==> src/rtl/neo_sched_pkg.sv <==
// Shared defaults and types for the NEO channel scheduler.
package neo_sched_pkg;

  localparam int NUM_CH_DEF = 4;
  localparam int DATA_W_DEF = 16;
  localparam int DP_LAT_DEF = 3;
  localparam int CH_W_DEF   = $clog2(NUM_CH_DEF);

  // Channel index at the default channel count.
  typedef logic [CH_W_DEF-1:0] ch_idx_t;

endpackage

==> src/rtl/rr_arbiter.sv <==
// Combinational round-robin arbiter: picks the first request at or after
// the pointer (wrapping) and reports the pointer value that follows it.
module rr_arbiter
  import neo_sched_pkg::*;
#(
  parameter int N  = NUM_CH_DEF,
  parameter int IW = $clog2(N)
) (
  input  logic [N-1:0]  req,
  input  logic [IW-1:0] ptr,
  output logic          gnt_valid,
  output logic [IW-1:0] gnt_idx,
  output logic [IW-1:0] next_ptr
);

  // Scan requests starting at ptr; the first hit wins.
  always_comb begin
    logic [IW:0]   sum;
    logic [IW-1:0] idx;
    // NOTE: every variable gets a default before any conditional assignment,
    // so no path through the block leaves a value held (no latch).
    sum       = '0;
    idx       = '0;
    gnt_valid = 1'b0;
    gnt_idx   = '0;
    for (int k = 0; k < N; k++) begin
      // ptr and k are both below N, so one subtraction is enough to wrap.
      sum = {1'b0, ptr} + (IW+1)'(k);
      if (sum >= (IW+1)'(N)) sum = sum - (IW+1)'(N);
      idx = sum[IW-1:0];
      if (!gnt_valid && req[idx]) begin
        gnt_valid = 1'b1;
        gnt_idx   = idx;
      end
    end
  end

  // Advance past the granted channel; hold the pointer when idle.
  always_comb begin
    next_ptr = ptr;
    if (gnt_valid) begin
      next_ptr = (gnt_idx == IW'(N - 1)) ? '0 : gnt_idx + 1'b1;
    end
  end

endmodule

==> src/rtl/neo_channel_scheduler.sv <==
// Shares one NEO spike-detection datapath across NUM_CH channels: one-entry
// buffer per channel, round-robin issue, and a tag pipeline that pairs each
// datapath result with the channel it came from.
module neo_channel_scheduler
  import neo_sched_pkg::*;
#(
  parameter int NUM_CH = NUM_CH_DEF,
  parameter int DATA_W = DATA_W_DEF,
  parameter int CH_W   = $clog2(NUM_CH),
  parameter int DP_LAT = DP_LAT_DEF
) (
  input  logic                     clk,
  input  logic                     rst,
  input  logic [NUM_CH-1:0]        ch_enable,
  input  logic [NUM_CH-1:0]        ch_strobe,
  input  logic [NUM_CH*DATA_W-1:0] ch_data,
  input  logic [NUM_CH-1:0]        drop_clear,
  output logic [NUM_CH-1:0]        drop_flag,
  output logic                     dp_valid,
  output logic [DATA_W-1:0]        dp_data,
  output logic [CH_W-1:0]          dp_ch,
  input  logic                     dp_spike,
  output logic                     evt_valid,
  output logic [CH_W-1:0]          evt_ch,
  output logic                     evt_spike
);

  logic [NUM_CH-1:0] buf_full;
  logic [DATA_W-1:0] buf_data [NUM_CH];
  logic [CH_W-1:0]   rr_ptr;

  logic              gnt_valid;
  logic [CH_W-1:0]   gnt_idx;
  logic [CH_W-1:0]   next_ptr;
  logic [NUM_CH-1:0] req;
  logic [NUM_CH-1:0] gnt_onehot;
  logic [NUM_CH-1:0] load;
  logic [NUM_CH-1:0] drop;

  logic [DP_LAT-1:0] tag_valid;
  logic [CH_W-1:0]   tag_ch [DP_LAT];

  // A buffer on a channel being disabled is never issued, even in the cycle
  // before its contents are flushed.
  assign req = buf_full & ch_enable;

  rr_arbiter #(
    .N  (NUM_CH),
    .IW (CH_W)
  ) u_arb (
    .req       (req),
    .ptr       (rr_ptr),
    .gnt_valid (gnt_valid),
    .gnt_idx   (gnt_idx),
    .next_ptr  (next_ptr)
  );

  // Expand the granted index to a per-channel mask.
  always_comb begin
    gnt_onehot = '0;
    if (gnt_valid) gnt_onehot[gnt_idx] = 1'b1;
  end

  // A strobe loads when the buffer is empty or is being drained this cycle;
  // otherwise the new sample is the one that is lost.
  assign load = ch_enable & ch_strobe & (~buf_full | gnt_onehot);
  assign drop = ch_enable & ch_strobe & buf_full & ~gnt_onehot;

  // Buffer occupancy and sticky drop flags; a new drop beats a clear.
  always_ff @(posedge clk) begin
    // NOTE: state registers use non-blocking assignments so every flop
    // samples pre-edge values regardless of statement order.
    if (rst) begin
      buf_full  <= '0;
      drop_flag <= '0;
    end else begin
      buf_full  <= ch_enable & (load | (buf_full & ~gnt_onehot));
      drop_flag <= drop | (drop_flag & ~drop_clear);
    end
  end

  // Buffer payload storage.
  // NOTE: payload is deliberately not reset; buf_full qualifies it, so
  // the data array needs no reset network.
  always_ff @(posedge clk) begin
    for (int i = 0; i < NUM_CH; i++) begin
      if (load[i]) buf_data[i] <= ch_data[i*DATA_W +: DATA_W];
    end
  end

  // Registered issue to the datapath and round-robin pointer.
  always_ff @(posedge clk) begin
    if (rst) begin
      dp_valid <= 1'b0;
      dp_data  <= '0;
      dp_ch    <= '0;
      rr_ptr   <= '0;
    end else begin
      dp_valid <= gnt_valid;
      rr_ptr   <= next_ptr;
      if (gnt_valid) begin
        dp_data <= buf_data[gnt_idx];
        dp_ch   <= gnt_idx;
      end
    end
  end

  // Tag shift register tracking in-flight samples through the datapath.
  always_ff @(posedge clk) begin
    if (rst) begin
      tag_valid <= '0;
      for (int k = 0; k < DP_LAT; k++) tag_ch[k] <= '0;
    end else begin
      tag_valid[0] <= dp_valid;
      tag_ch[0]    <= dp_ch;
      for (int k = 1; k < DP_LAT; k++) begin
        tag_valid[k] <= tag_valid[k-1];
        tag_ch[k]    <= tag_ch[k-1];
      end
    end
  end

  // Tagged event output; a result with no matching tag is ignored.
  always_ff @(posedge clk) begin
    if (rst) begin
      evt_valid <= 1'b0;
      evt_ch    <= '0;
      evt_spike <= 1'b0;
    end else begin
      evt_valid <= tag_valid[DP_LAT-1];
      evt_ch    <= tag_ch[DP_LAT-1];
      evt_spike <= dp_spike & tag_valid[DP_LAT-1];
    end
  end

endmodule

==> config.mk <==
export PLATFORM = sky130hd
export DESIGN_NAME = neo_channel_scheduler
export DESIGN_NICKNAME = d
export VERILOG_FILES = /design/src/rtl/neo_sched_pkg.sv /design/src/rtl/rr_arbiter.sv /design/src/rtl/neo_channel_scheduler.sv
export SDC_FILE = /design/constraint.sdc
export NUM_CORES = 1
export LEC_CHECK = 0
export ABC_AREA = 1
export CELL_PAD_IN_SITES_DETAIL_PLACEMENT = 0
export CELL_PAD_IN_SITES_GLOBAL_PLACEMENT = 1
export CORE_MARGIN = 2
export CORE_UTILIZATION = 34
export CTS_BUF_LIST = sky130_fd_sc_hd__clkbuf_2
export DETAILED_ROUTE_END_ITERATION = 7
export GPL_TIMING_DRIVEN = 1
export PLACE_DENSITY_LB_ADDON = 0.1
export SETUP_SLACK_MARGIN = 0.3
export SYNTH_ARGS = -nofsm -noshare
export SYNTH_HDL_FRONTEND = slang
export SYNTH_SLANG_ARGS = --single-unit
==> constraint.sdc <==
create_clock -name clk -period 3.1 [get_ports clk]
set_clock_uncertainty 0.1 [all_clocks]
set_input_delay 0.31 -clock clk [delete_from_list [all_inputs] [get_ports clk]]
set_output_delay 0.31 -clock clk [all_outputs]
set_load 0.01 [all_outputs]
Word-level counts from Yosys, hierarchy flattened
Memories as Yosys holds them, arrays and structs flattened. A register that Yosys moved wholly into a read port is not among the register bits.
Cells that the tools add are included.
{"block": "word_totals", "latch_bits": 0, "mem_bits_ro": 0, "inputBits": 79, "register_bits": 18, "word_cells": 92, "out_inout_bits": 27, "memories": 2, "ram_bits": 70}
{"block": "op_classes", "shifts": 0, "add_sub_neg": 8, "mul": 0, "div": 0, "order_cmp": 10, "muxes": 38, "n_eq_ne": 1, "reduce_logical": 7, "bitwise_logic": 18}
{"memory": "buf_data", "words": 4, "width": 16, "read_ports": 1, "rd_ports_with_merged_regs": 1, "wr": 4, "line": "neo_channel_scheduler.sv:29", "source": "logic [DATA_W-1:0] buf_data [NUM_CH];"}
{"memory": "tag_ch", "words": 3, "width": 2, "read_ports": 3, "rd_ports_with_merged_regs": 1, "wr": 3, "line": "neo_channel_scheduler.sv:41", "source": "logic [CH_W-1:0] tag_ch [DP_LAT];"}
{"cell": "AND 4 bit", "count": 8}
{"cell": "two-way mux 2 bit", "count": 12}
{"cell": "two-way mux 1 bit", "count": 20}
{"cell": "< comparator 2 x 3 -> 1 bit, second input constant", "count": 5}
{"cell": "NOT 4 bit", "count": 3}
{"cell": "bitwise OR 4 bit", "count": 3}
{"cell": ">= comparator 3 bit, second input constant", "count": 3}
{"cell": "binary-select mux 1 bit (select 2 bit)", "count": 4}
{"cell": "subtractor 2 x 1 -> 2 bit, second input constant", "count": 4}
{"cell": "adder 2 x 2 -> 3 bit, second input constant", "count": 2}
{"cell": "logical AND 1 bit", "count": 4}
{"cell": "two-way mux 4 bit", "count": 1}
{"cell": "adder 2 x 1 -> 3 bit, second input constant", "count": 1}
{"cell": ">= comparator 2 x 3 -> 1 bit, second input constant", "count": 1}
{"cell": "logical NOT 1 bit", "count": 3}
{"cell": "bitwise OR 1 bit", "count": 3}
{"cell": "adder 2 x 1 -> 2 bit, second input constant", "count": 1}
{"cell": "demux 1 bit (select 2 bit)", "count": 1}
{"cell": "== test 2 bit, second input constant", "count": 1}
{"cell": ">= comparator 2 x 1 -> 1 bit, second input constant", "count": 1}
{"cell": "AND 1 bit", "count": 1}

Logic depth before layout (Yosys ltp)
{"block": "logic_depth", "depth_word": 23, "ltp_mapped": 15, "mapped_depth_nobuf": 13}

Hierarchy
From an unflattened synthesis, not the netlist that was laid out.
{"block": "hier_totals", "cells_unflattened": 425, "area_unflattened_um2": 4327.9}
{"mod": "neo_channel_scheduler", "seq_area_each_um2": 2762.6, "cells_per_inst": 356, "area_per_inst_um2": 3971.3, "n_inst": 1}
{"mod": "rr_arbiter", "seq_area_each_um2": 0.0, "cells_per_inst": 69, "area_per_inst_um2": 356.6, "n_inst": 1}

Worst setup path after synthesis
OpenSTA, ideal clock, no wires.
{"block": "synth_path", "kind": "register to register", "from": "reg rr_ptr[0]", "to": "mem buf_data[3][0] in the netlist's numbering, enable pin", "path_stages_with_launch": 14, "slack_ps": 200, "path_buffers": 2, "period_less_slack_ps": 2900, "t_required_ps": 2611, "setup_ps": 389, "arrival_ps": 2411, "path_cell_list": "dfxtp_1 buf_6 nand3_1 o21ai_1 nand2_1 nand2_1 nand4_2 nand2_4 nand2_4 inv_2 buf_2 ha_1 a21boi_0 nor2_1"}
{"element": "from (decl)", "line": "neo_channel_scheduler.sv:30", "source": "logic [CH_W-1:0] rr_ptr;"}
{"element": "from (signal assigned)", "line": "neo_channel_scheduler.sv:100", "source": "rr_ptr <= next_ptr;"}
{"element": "to (decl)", "line": "neo_channel_scheduler.sv:29"}

==> metrics.yaml <==
final_net_count: 650
dp_hpwl_mm: 7.51
syn-cell-area_um2: 4250
crit_arrival_ns: 2.82
r2r_slack_ns: 0.52
tightest_slew_ns: 0.599
grt_pass1_vias: 3381
period_minus_slack_ns: 2.58
cts_buffer_depth: 2
antenna_cells: 0
timing.fmax_mhz: 388
yosysMostFrequentCell: "nand2_1"
postLayoutCoreUtil_pct: 48.1
leakage_nw: 2.31
first_pass_iters: 4
die_h_um: 116
cap_violations: 0
vdd_ir_drop_max_v: 0.000427
ys_warn_count: 0
synth-seq-cells: 106
async_flop_share_pct: 0
setup_viol: 0
wl_mm: 10.9
clk_latency_ns: 0.61
fin_cells: 743
design_area_um2: 5830
grt_overflow: 0
synth-main-ff-cell: "edfxtp_1"
seq_area_frac_synth_pct: 65.1
synth_area_leader_cell: "edfxtp_1"
drive_gt1_share_pct: 10.1
crit_path_max_fanout: 17
start_util_pct: 35.1
power.density_nw_per_um2: 757
fp.dieW_um: 116
dp.cells: 726
coreArea_um2: 12100
die_area_um2: 13400
cts_sinks: 106
cts_hold_buf: 0
path_class: "reg2reg"
drt-wirelength-per-cell_um: 14.7
holdWs_ns: 0.103
place_congestion: 0.812
crit_required_ns: 3.34
grt_antenna_before_repair: 0
port_buffers: 105
cts_buffers: 9
synth_commonest_cells: "nand2_1, nor2_1, edfxtp_1"
grt_max_degree: 35
synth_cells: 446
detail-route-antenna-nets: 0
fillers: 1189
min_path_type: "in2reg"
num_io_pins: 106
slew_violations: 0
syn_nets: 526
min_period_over_period_pct: 83.2
via_per_inst: 4.47
cts_root_buffer: "clkbuf_2"
slew_headroom_pct: 59.9
outcome: "completed"
path_clk_slew_ns: 0.32
synth_area_leaders: "edfxtp_1, dfxtp_1, nand2_1, nor2_1, nand3_1"
synth.top_cell.area_share_pct: 45.3
grt.total_usage_pct: 17.3
rsz0062_at_grt: "no"
synth_cell_types: 24
area_growth_pct: 37.3
remaining_drc_errors: 0
placed_area_um2: 5620
cts_htree_levels: 3
drt_iter0_drc: 158
synth-edff-count: 64
grt_pass1_wl_mm: 17.3
fp-row-count: 40
vias: 3323
cts_tree: "built"
finalHoldViolations: 0
endpoint_kind: "flop"
syn_area_per_cell_um2: 9.52
crit_path_start_kind: "flop"
where the power goes:
part           internal, mW  switching, mW  total [mW]
Combinational         0.760           1.09        1.85
Clock                 0.283          0.506       0.789
Sequential             1.68         0.0931        1.77
cell type report:
cell class | instances | area, um2 | share of cell area (%)
Timing Repair Buffer | 128 | 1270 | 21.8
Multi-Input combinational cell | 283 | 1260 | 21.6
Sequential cell | 106 | 2770 | 47.5
Inverter | 42 | 158 | 2.71
Clock buffer | 9 | 45.0 | 0.773
Clock inverter | 7 | 113 | 1.93
Tap cell | 168 | 210 | 3.61
flip-flops by register name, indices dropped and copies added (netlist names):
signal,cells
buf_data,64
dp_data,16
tag_ch,6
buf_full,4
drop_flag,4
tag_valid,3
dp_ch,2
evt_ch,2
rr_ptr,2
dp_valid,1
evt_spike,1
evt_valid,1
logic make-up after synthesis:
family          after synthesis  share of synthesized area [%]
simple gates                245                           24.2
flops                       106                           65.1
buf+inv                      57                           5.75
compound gates               37                           4.69
fa+ha+maj                     1                          0.295
placed cells by master, fill, tap and decap left out:
cell and instances:
nand2_1 123, clkdlybuf4s50_1 105, nor2_1 65, edfxtp_1 64, nand3_1 43, dfxtp_1 40
inv_1 38, a21oi_1 21, buf_4 17, clkbuf_2 9, o21ai_0 8, inv_2 4
nand2_2 4, a21oi_2 3, nor2_4 3, buf_12 3, buf_6 3, nand4_1 2
nand3b_1 2, a21boi_0 2, nand2_4 2, clkinv_4 2, bufinv_16 2, o21ai_1 1
nand4_2 1, a21boi_1 1, a211oi_1 1, ha_1 1, clkinv_8 1, inv_8 1
clkinvlp_4 1, dfxtp_4 1, dfxtp_2 1
critical path: stages (launching register included):
cell      delay [ns]
dfxtp_1         0.54
nand2_1         0.11
nand2_1         0.09
nand3_1         0.09
a21boi_0        0.22
nand2_1         0.10
inv_1           0.07
nand2_2         0.06
buf_4           0.13
buf_4           0.21
nor2_4          0.11
nand2_1         0.10
a21oi_2         0.19
buf_12          0.18
final timing paths:
path                                start                       end  cells past startpoint
setup / recovery   buf_full[0]$_SDFF_PP0_  buf_data[0][7]$_DFFE_PP_                     13
hold / removal                   dp_spike      evt_spike$_SDFF_PP0_                      3
setup reg to reg   buf_full[0]$_SDFF_PP0_  buf_data[0][7]$_DFFE_PP_                     13
hold reg to reg   tag_ch[2][0]$_SDFF_PP0_      evt_ch[0]$_SDFF_PP0_                      2
layer usage:
metal | vias to the layer above | routed length [um] | global-route usage (%)
met1 | 1515 | 4930 | 22.6
met5 | - | 0 | 0
met4 | 0 | 121 | 6.35
met3 | 11 | 628 | 3.56
li1 | 1699 | - | -
met2 | 98 | 5260 | 28.7
stage by stage:
stage / setup TNS [ns] / setup WS (ns) / total power, mW
2_1_floorplan: 0 / 0.307 / 2.91
3_5_place_dp: -2.18 / -0.0841 / 3.64
5_1_grt: 0 / 0.301 / 4.76
4_1_cts: 0 / 0.342 / 4.45
6_report: 0 / 0.521 / 4.41
3_3_place_gp: -0.811 / -0.0520 / 3.65
timing repair:
action / 4_1_cts / 5_1_grt
endpoints found under the setup margin: 48 / 49
setup buffers: 0 / 1
gates resized for setup: 3 / 5
pin swaps: 0 / 1
No activity file was read; power rests on OpenSTA's default activity.
